## config.mk

```make
export PLATFORM = sky130hd
export DESIGN_NAME = ps2_rx_fifo
export DESIGN_NICKNAME = d
export VERILOG_FILES = /design/src/rtl/ps2_pkg.sv /design/src/rtl/ps2_rx_fifo_sync_fifo.sv /design/src/rtl/ps2_rx_fifo.sv
export SDC_FILE = /design/constraint.sdc
export NUM_CORES = 1
export LEC_CHECK = 0
export ABC_AREA = 1
export ABC_CLOCK_PERIOD_IN_PS = 3300
export CAP_MARGIN = 10
export CELL_PAD_IN_SITES_DETAIL_PLACEMENT = 2
export CELL_PAD_IN_SITES_GLOBAL_PLACEMENT = 2
export CORE_ASPECT_RATIO = 0.8
export CORE_MARGIN = 3
export CORE_UTILIZATION = 37
export DETAILED_ROUTE_END_ITERATION = 7
export GPL_TIMING_DRIVEN = 0
export PLACE_DENSITY = 0.79
export SKIP_CTS_REPAIR_TIMING = 1
export SLEW_MARGIN = 20
export SYNTH_ARGS = -nofsm -noshare
export SYNTH_HDL_FRONTEND = slang
export SYNTH_HIERARCHICAL = 1
export SYNTH_SLANG_ARGS = --single-unit
```

## constraint.sdc

```tcl
create_clock -name clk_cpu -period 3.3 [get_ports clk_cpu]
set_input_delay 0.495 -clock clk_cpu [delete_from_list [all_inputs] [get_ports clk_cpu]]
set_output_delay 0.495 -clock clk_cpu [all_outputs]
set_load 0.01 [all_outputs]
```

## src/rtl/ps2_pkg.sv

```systemverilog
// Shared types and constants for the PS/2 receive path.
package ps2_pkg;

    typedef enum logic [1:0] {IDLE, DATA, PARITY, STOP} ps2_rx_state_e;

    localparam logic [7:0] PS2_BREAK_CODE = 8'hF0;
    localparam logic [7:0] PS2_EXT_CODE   = 8'hE0;

    typedef struct packed {
        logic [7:0] code;
        logic       brk;
        logic       ext;
    } ps2_rx_entry_t;

endpackage

```

## src/rtl/ps2_rx_fifo_sync_fifo.sv

```systemverilog
// First-word fall-through FIFO; a write when full is accepted only alongside a read.
module sync_fifo #(
    parameter int WIDTH = 8,
    parameter int DEPTH = 8
) (
    input  logic                       clk,
    input  logic                       rst_n,
    input  logic                       wr_en,
    input  logic [WIDTH-1:0]           wr_data,
    input  logic                       rd_en,
    output logic [WIDTH-1:0]           rd_data,
    output logic [$clog2(DEPTH+1)-1:0] count,
    output logic                       full,
    output logic                       empty
);
    localparam int AW = $clog2(DEPTH);
    localparam int CW = $clog2(DEPTH+1);

    logic [DEPTH-1:0][WIDTH-1:0] mem;
    logic [AW-1:0]               wr_ptr, rd_ptr;
    logic                        do_wr, do_rd;

    assign empty   = (count == '0);
    assign full    = (count == CW'(DEPTH));
    assign do_rd   = rd_en && !empty;
    assign do_wr   = wr_en && (!full || do_rd);
    assign rd_data = mem[rd_ptr];

    always_ff @(posedge clk or negedge rst_n) begin
        if (!rst_n) begin
            mem    <= '0;
            wr_ptr <= '0;
            rd_ptr <= '0;
            count  <= '0;
        end else begin
            if (do_wr) begin
                mem[wr_ptr] <= wr_data;
                wr_ptr      <= wr_ptr + 1'b1;
            end
            if (do_rd) rd_ptr <= rd_ptr + 1'b1;
            case ({do_wr, do_rd})
                2'b10:   count <= count + 1'b1;
                2'b01:   count <= count - 1'b1;
                default: ;
            endcase
        end
    end

endmodule

```

## src/rtl/ps2_rx_fifo.sv

```systemverilog
// PS/2 keyboard receiver: sync + glitch filter, frame FSM with watchdog, scancode FIFO.
// Define PS2_BREAK_DECODE_EN to fold F0/E0 prefixes into per-entry break/ext flags.
module ps2_rx_fifo
    import ps2_pkg::*;
#(
    parameter int FILTER_LEN  = 8,
    parameter int FIFO_DEPTH  = 8,
    parameter int TIMEOUT_CYC = 50000
) (
    input  logic                            clk_cpu,
    input  logic                            rst_n,
    input  logic                            ps2_clk,
    input  logic                            ps2_data,
    output logic [7:0]                      rx_data,
    output logic                            rx_break,
    output logic                            rx_ext,
    output logic                            rx_valid,
    input  logic                            rx_ready,
    output logic [$clog2(FIFO_DEPTH+1)-1:0] fifo_count,
    output logic                            parity_err,
    output logic                            frame_err,
    output logic                            overflow
);
    localparam int FCW = $clog2(FILTER_LEN);
    localparam int WDW = $clog2(TIMEOUT_CYC+1);
`ifdef PS2_BREAK_DECODE_EN
    localparam int ENTRY_W = $bits(ps2_rx_entry_t);
`else
    localparam int ENTRY_W = 8;
`endif

    // Bit 0 = ps2_clk, bit 1 = ps2_data
    logic [1:0]           s1, s2, filt;
    logic [1:0][FCW-1:0]  fcnt;
    logic                 clk_q, fall, dat;

    always_ff @(posedge clk_cpu or negedge rst_n) begin
        if (!rst_n) begin
            s1    <= '1;
            s2    <= '1;
            filt  <= '1;
            fcnt  <= '0;
            clk_q <= 1'b1;
        end else begin
            s1    <= {ps2_data, ps2_clk};
            s2    <= s1;
            clk_q <= filt[0];
            for (int i = 0; i < 2; i++) begin
                if (s2[i] == filt[i]) begin
                    fcnt[i] <= '0;
                end else if (fcnt[i] == FCW'(FILTER_LEN-1)) begin
                    filt[i] <= s2[i];
                    fcnt[i] <= '0;
                end else begin
                    fcnt[i] <= fcnt[i] + 1'b1;
                end
            end
        end
    end

    assign fall = clk_q && !filt[0];
    assign dat  = filt[1];

    ps2_rx_state_e        state;
    logic [2:0]           bitcnt;
    logic [7:0]           shreg;
    logic                 ok;
    logic [WDW-1:0]       wdog;
    logic                 timeout, good_stop, push, pop, full, empty;
    logic                 frame_bad, par_bad;
    logic [ENTRY_W-1:0]   wr_data, rd_data;

    assign timeout   = (state != IDLE) && !fall && (wdog == WDW'(TIMEOUT_CYC-1));
    assign good_stop = fall && (state == STOP) && dat && ok;
    assign frame_bad = (fall && (state == IDLE) && dat) || (fall && (state == STOP) && !dat) || timeout;
    assign par_bad   = fall && (state == STOP) && dat && !ok;
    assign pop       = rx_valid && rx_ready;

    always_ff @(posedge clk_cpu or negedge rst_n) begin
        if (!rst_n) begin
            state      <= IDLE;
            bitcnt     <= '0;
            shreg      <= '0;
            ok         <= 1'b0;
            wdog       <= '0;
            frame_err  <= 1'b0;
            parity_err <= 1'b0;
            overflow   <= 1'b0;
        end else begin
            frame_err  <= frame_bad;
            parity_err <= par_bad;
            overflow   <= push && full && !pop;
            wdog       <= (state == IDLE || fall) ? '0 : wdog + 1'b1;
            if (timeout) begin
                state <= IDLE;
                shreg <= '0;
            end else if (fall) begin
                case (state)
                    IDLE: if (!dat) begin
                        state  <= DATA;
                        bitcnt <= '0;
                    end
                    DATA: begin
                        shreg  <= {dat, shreg[7:1]};
                        bitcnt <= bitcnt + 1'b1;
                        if (bitcnt == 3'd7) state <= PARITY;
                    end
                    PARITY: begin
                        ok    <= dat ^ (^shreg);
                        state <= STOP;
                    end
                    default: state <= IDLE;
                endcase
            end
        end
    end

`ifdef PS2_BREAK_DECODE_EN
    logic          pend_brk, pend_ext, is_prefix;
    ps2_rx_entry_t head;

    assign is_prefix = (shreg == PS2_BREAK_CODE) || (shreg == PS2_EXT_CODE);
    assign push      = good_stop && !is_prefix;
    assign wr_data   = '{code: shreg, brk: pend_brk, ext: pend_ext};
    assign head      = rd_data;
    assign rx_data   = head.code;
    assign rx_break  = head.brk;
    assign rx_ext    = head.ext;

    // Prefix flags survive only across clean frames; any error drops them.
    always_ff @(posedge clk_cpu or negedge rst_n) begin
        if (!rst_n) begin
            pend_brk <= 1'b0;
            pend_ext <= 1'b0;
        end else if (frame_bad || par_bad) begin
            pend_brk <= 1'b0;
            pend_ext <= 1'b0;
        end else if (good_stop) begin
            if (shreg == PS2_BREAK_CODE) begin
                pend_brk <= 1'b1;
            end else if (shreg == PS2_EXT_CODE) begin
                pend_ext <= 1'b1;
            end else begin
                pend_brk <= 1'b0;
                pend_ext <= 1'b0;
            end
        end
    end
`else
    assign push     = good_stop;
    assign wr_data  = shreg;
    assign rx_data  = rd_data;
    assign rx_break = 1'b0;
    assign rx_ext   = 1'b0;
`endif

    assign rx_valid = !empty;

    sync_fifo #(
        .WIDTH (ENTRY_W),
        .DEPTH (FIFO_DEPTH)
    ) u_fifo (
        .clk     (clk_cpu),
        .rst_n   (rst_n),
        .wr_en   (push),
        .wr_data (wr_data),
        .rd_en   (rx_ready),
        .rd_data (rd_data),
        .count   (fifo_count),
        .full    (full),
        .empty   (empty)
    );

endmodule

```

==> results summary <==
The detailed-routing iteration count for the pre-antenna-repair pass is 4. At the worst endpoint, the required time is 2.80 ns. The power per standard cell area came out at 569 mW/mm^2. The minimum clock period is 3.05 ns. The initial cell density of the core came out at 0.388.

The remaining max-slew budget at the tightest pin is 0.605. The share of cells above drive strength 1 is 0.135. The remaining design rule violation count is 0.

Yosys instantiated no cell more often than nand2_1. The CTS H-tree depth came out at 4. The iteration-0 DRC count of the detailed router is 284.

The count of unique library cells instantiated by Yosys is 39. The slowest cell on the critical path is clkdlybuf4s50_1. After global routing the overflow that remains totals 0. The data arrival time of the critical path is 2.56 ns. The number of global-route vias before repair is 6459.

The residual antenna-violating net count after detailed routing is 0. The post-synthesis sequential area ratio came out at 0.478. After the last flow step, the layout net total stands at 848. The max-cap check violation count is 0.

The critical path goes through inv_2 > clkbuf_1 > o21ai_1 > nand2_1 > nand2_1 > nand2_1 > clkdlybuf4s50_1. The area added between synthesis and finish is 17.1%. The total non-filler cell area in the finished layout is 0.00737 mm^2. The sink count of the clock tree is 120. The number of buffer cells added on primary ports came out at 20. The HPWL after detailed placement is 14.9 mm.

For this block, the routed nets add up to 21.7 mm of wire. The kind of critical path is reg -> out. Setup repair after global routing left no endpoint under its margin. The highest achievable clock rate is 0.327 GHz. IR analysis of the VDD net gives a maximum drop of 374 uV. The maximum net fanout on the critical path came out at 10. The area of the mapped netlist is 0.00629 mm^2. For this run, the number of Yosys warnings is 6. dfrtp_1 takes more of the synthesized area than any other cell.

The worst setup skew after layout came out at 0.00747 ns. The number of fill cells in the layout is 1828. The maximum single-stage delay on the critical path came out at 0.54 ns.

The post-synthesis register bit count came out at 120. The floorplan die area is 0.0186 mm^2. Once routing completed, OpenROAD measured the worst setup slack at 0.246 ns. The area share of the leading cell type in the synthesized netlist came out at 0.449. The final estimated routing congestion in global placement came out at 0.786.

The number of vias per cell after detailed routing came out at 5.41. The flow ran to the end, and the final reports show no timing, DRC or antenna violations. Yosys attributes the largest share of cell area to dfrtp_1 (45%), nand2_1 (16%), nand4_1 (6.6%). The number of buffers created by CTS came out at 17. At the placement stage, the worst setup path has a slack of 0.499 ns. The total count of hold-check failures in the final report came out at 0. TritonCTS built the clock tree. The die width is 152 um.

The via count came out at 5705. In the final layout, the multi-input gates occupy 0.00285 mm^2. By count the netlist is led by nand2_1 (272), dfrtp_1 (113), nor2_1 (71). In the synthesized netlist the async set-or-reset flop fraction comes to 1.00.

The total power consumption of the routed design is 4190 uW. The worst setup path is launched from a flip-flop. After detailed routing, the average wire length per cell comes to 20.6 um.

The initial antenna violation count is 0. STA classifies the critical path endpoint as an output port. The number of inserted diodes is 0.

Clock-pin slew was measured on the worst setup and hold paths at 0.06 ns. The share of the cycle needed by the critical path after routing came out at 0.925. The number of placed I/O pins is 23. The flip-flop and latch area is 0.00301 mm^2.

The pin count of the biggest net entering global routing is 67. The vertical extent of the die came out at 123 um. Clock tree synthesis selected as its root buffer the cell clkbuf_16. The instance count of the mapped netlist came out at 785. The global-route total usage across every layer came out at 0.246. The cell area reported after detailed placement is 0.00680 mm^2. The worst-margin pin slew came out at 0.593 ns. In this run the static leakage power is 0.00374 uW.

The maximum buffer depth of the clock tree came out at 2. The tightest min-delay check is of the in -> async type. Among all flip-flop cells after synthesis, the most frequent one is dfrtp_1. The count of flip-flops with a built-in enable after synthesis is 0. The global-route wire length before repair came out at 35.6 mm. The synthesized area per cell came out at 8.02 um^2.

The final max-slew violation count is 0. The count of endpoints failing setup in the final report is 0. The core area is 0.0162 mm^2. Clock latency on the worst-skew pair, taken at its later pin, is 0.43 ns. The row count is 41. By instance count, the cell type seen most on the critical path is nand2_1.
==> layout by cell type (no fill, tap or decap), drive strengths merged, types with 7 or more instances in the layout <==
master / netlist / routed
nand3: 21 / 21
inv: 52 / 52
nor2: 83 / 83
dfrtp: 113 / 113
clkbuf: 4 / 23
buf: 35 / 37
clkinv: 1 / 9
nand4: 66 / 66
nor3: 11 / 11
clkdlybuf4s50: 0 / 19
a21oi: 16 / 16
ha: 16 / 16
nand2: 280 / 280
dfstp: 7 / 7
o21ai: 56 / 56
==> metal layers <==
layer / global-route usage / wire, um
met5: 0 / 0
met4: 0.0674 / 287
met3: 0.0444 / 911
met2: 0.423 / 10700
met1: 0.323 / 9780
==> area by class of cell <==
type,instances,share of cell area
timing repair buffer,21,0.0311
multi-input combinational,574,0.386
clock buffer,19,0.0601
clock inverter,13,0.0177
tap,215,0.0365
buffer,39,0.0323
sequential,120,0.409
inverter,53,0.0277
==> kinds of logic (layout without fill, tap and decap cells) <==
| group | after synthesis | count (layout) | share of synthesized area |
|---|---|---|---|
| DFF | 120 | 120 | 0.478 |
| other | 1 | 2 | 0.000596 |
| adders and majority gates | 17 | 17 | 0.0350 |
| AOI/OAI and AO/OA | 78 | 78 | 0.0658 |
| xor gates and xnor gates | 12 | 12 | 0.0167 |
| buffers and inverters | 92 | 145 | 0.0700 |
| and+or+nand+nor | 465 | 465 | 0.334 |
==> worst max-delay path, delay by kind of cell (launching register included) <==
family | cells | cell delay, ns
buf+inv | 3 | 1.17
simple gates | 3 | 0.27
compound gates | 1 | 0.20
flops | 1 | 0.50
==> final timing paths <==
path / start / to / slack (ns) / depth (start not counted)
min in group clk_cpu: s1[0] / s2[0] / 0.36 / 0
max in group asynchronous: rst_n / u_fifo/mem[62] / 2.53 / 2
hold / removal: rst_n / overflow / 0.04 / 1
setup reg to reg: state[0] / u_fifo/count[3] / 0.38 / 14
hold reg to reg: s1[0] / s2[0] / 0.36 / 0
setup / recovery: u_fifo/rd_ptr[0] / rx_data[1] / 0.25 / 7
==> stage by stage <==
step / hold slack [ns] / utilization / std cells / setup TNS, ns
2_1_floorplan: 0.199 / - / 786 / 0
3_3_place_gp: 0.346 / 0.417 / 1021 / -360.77
3_5_place_dp: 0.351 / 0.419 / 1022 / 0
4_1_cts: 0.0493 / 0.455 / 1054 / 0
5_1_grt: 0.0685 / 0.455 / 1054 / 0
6_report: 0.0384 / 0.455 / 1054 / 0
==> registers in the layout (all words and copies together), names as in the netlist <==
| register | flops |
|---|---|
| shreg | 8 |
| s2 | 2 |
| clk_q | 1 |
| wdog | 16 |
| s1 | 2 |
| u_fifo/count | 4 |
| u_fifo/rd_ptr | 3 |
| bitcnt | 3 |
| u_fifo/wr_ptr | 3 |
| u_fifo/mem | 64 |
| parity_err | 1 |
| overflow | 1 |
| frame_err | 1 |
| ok | 1 |
| fcnt | 6 |
| filt | 2 |
| state | 2 |
==> power breakdown <==
part | internal (uW) | leakage [uW] | switching [uW]
Sequential | 1580 | 0.00163 | 97.4
Combinational | 207 | 0.00183 | 461
Clock | 1120 | 0.000278 | 719
Note: power is estimated with default switching activity, not from simulation.
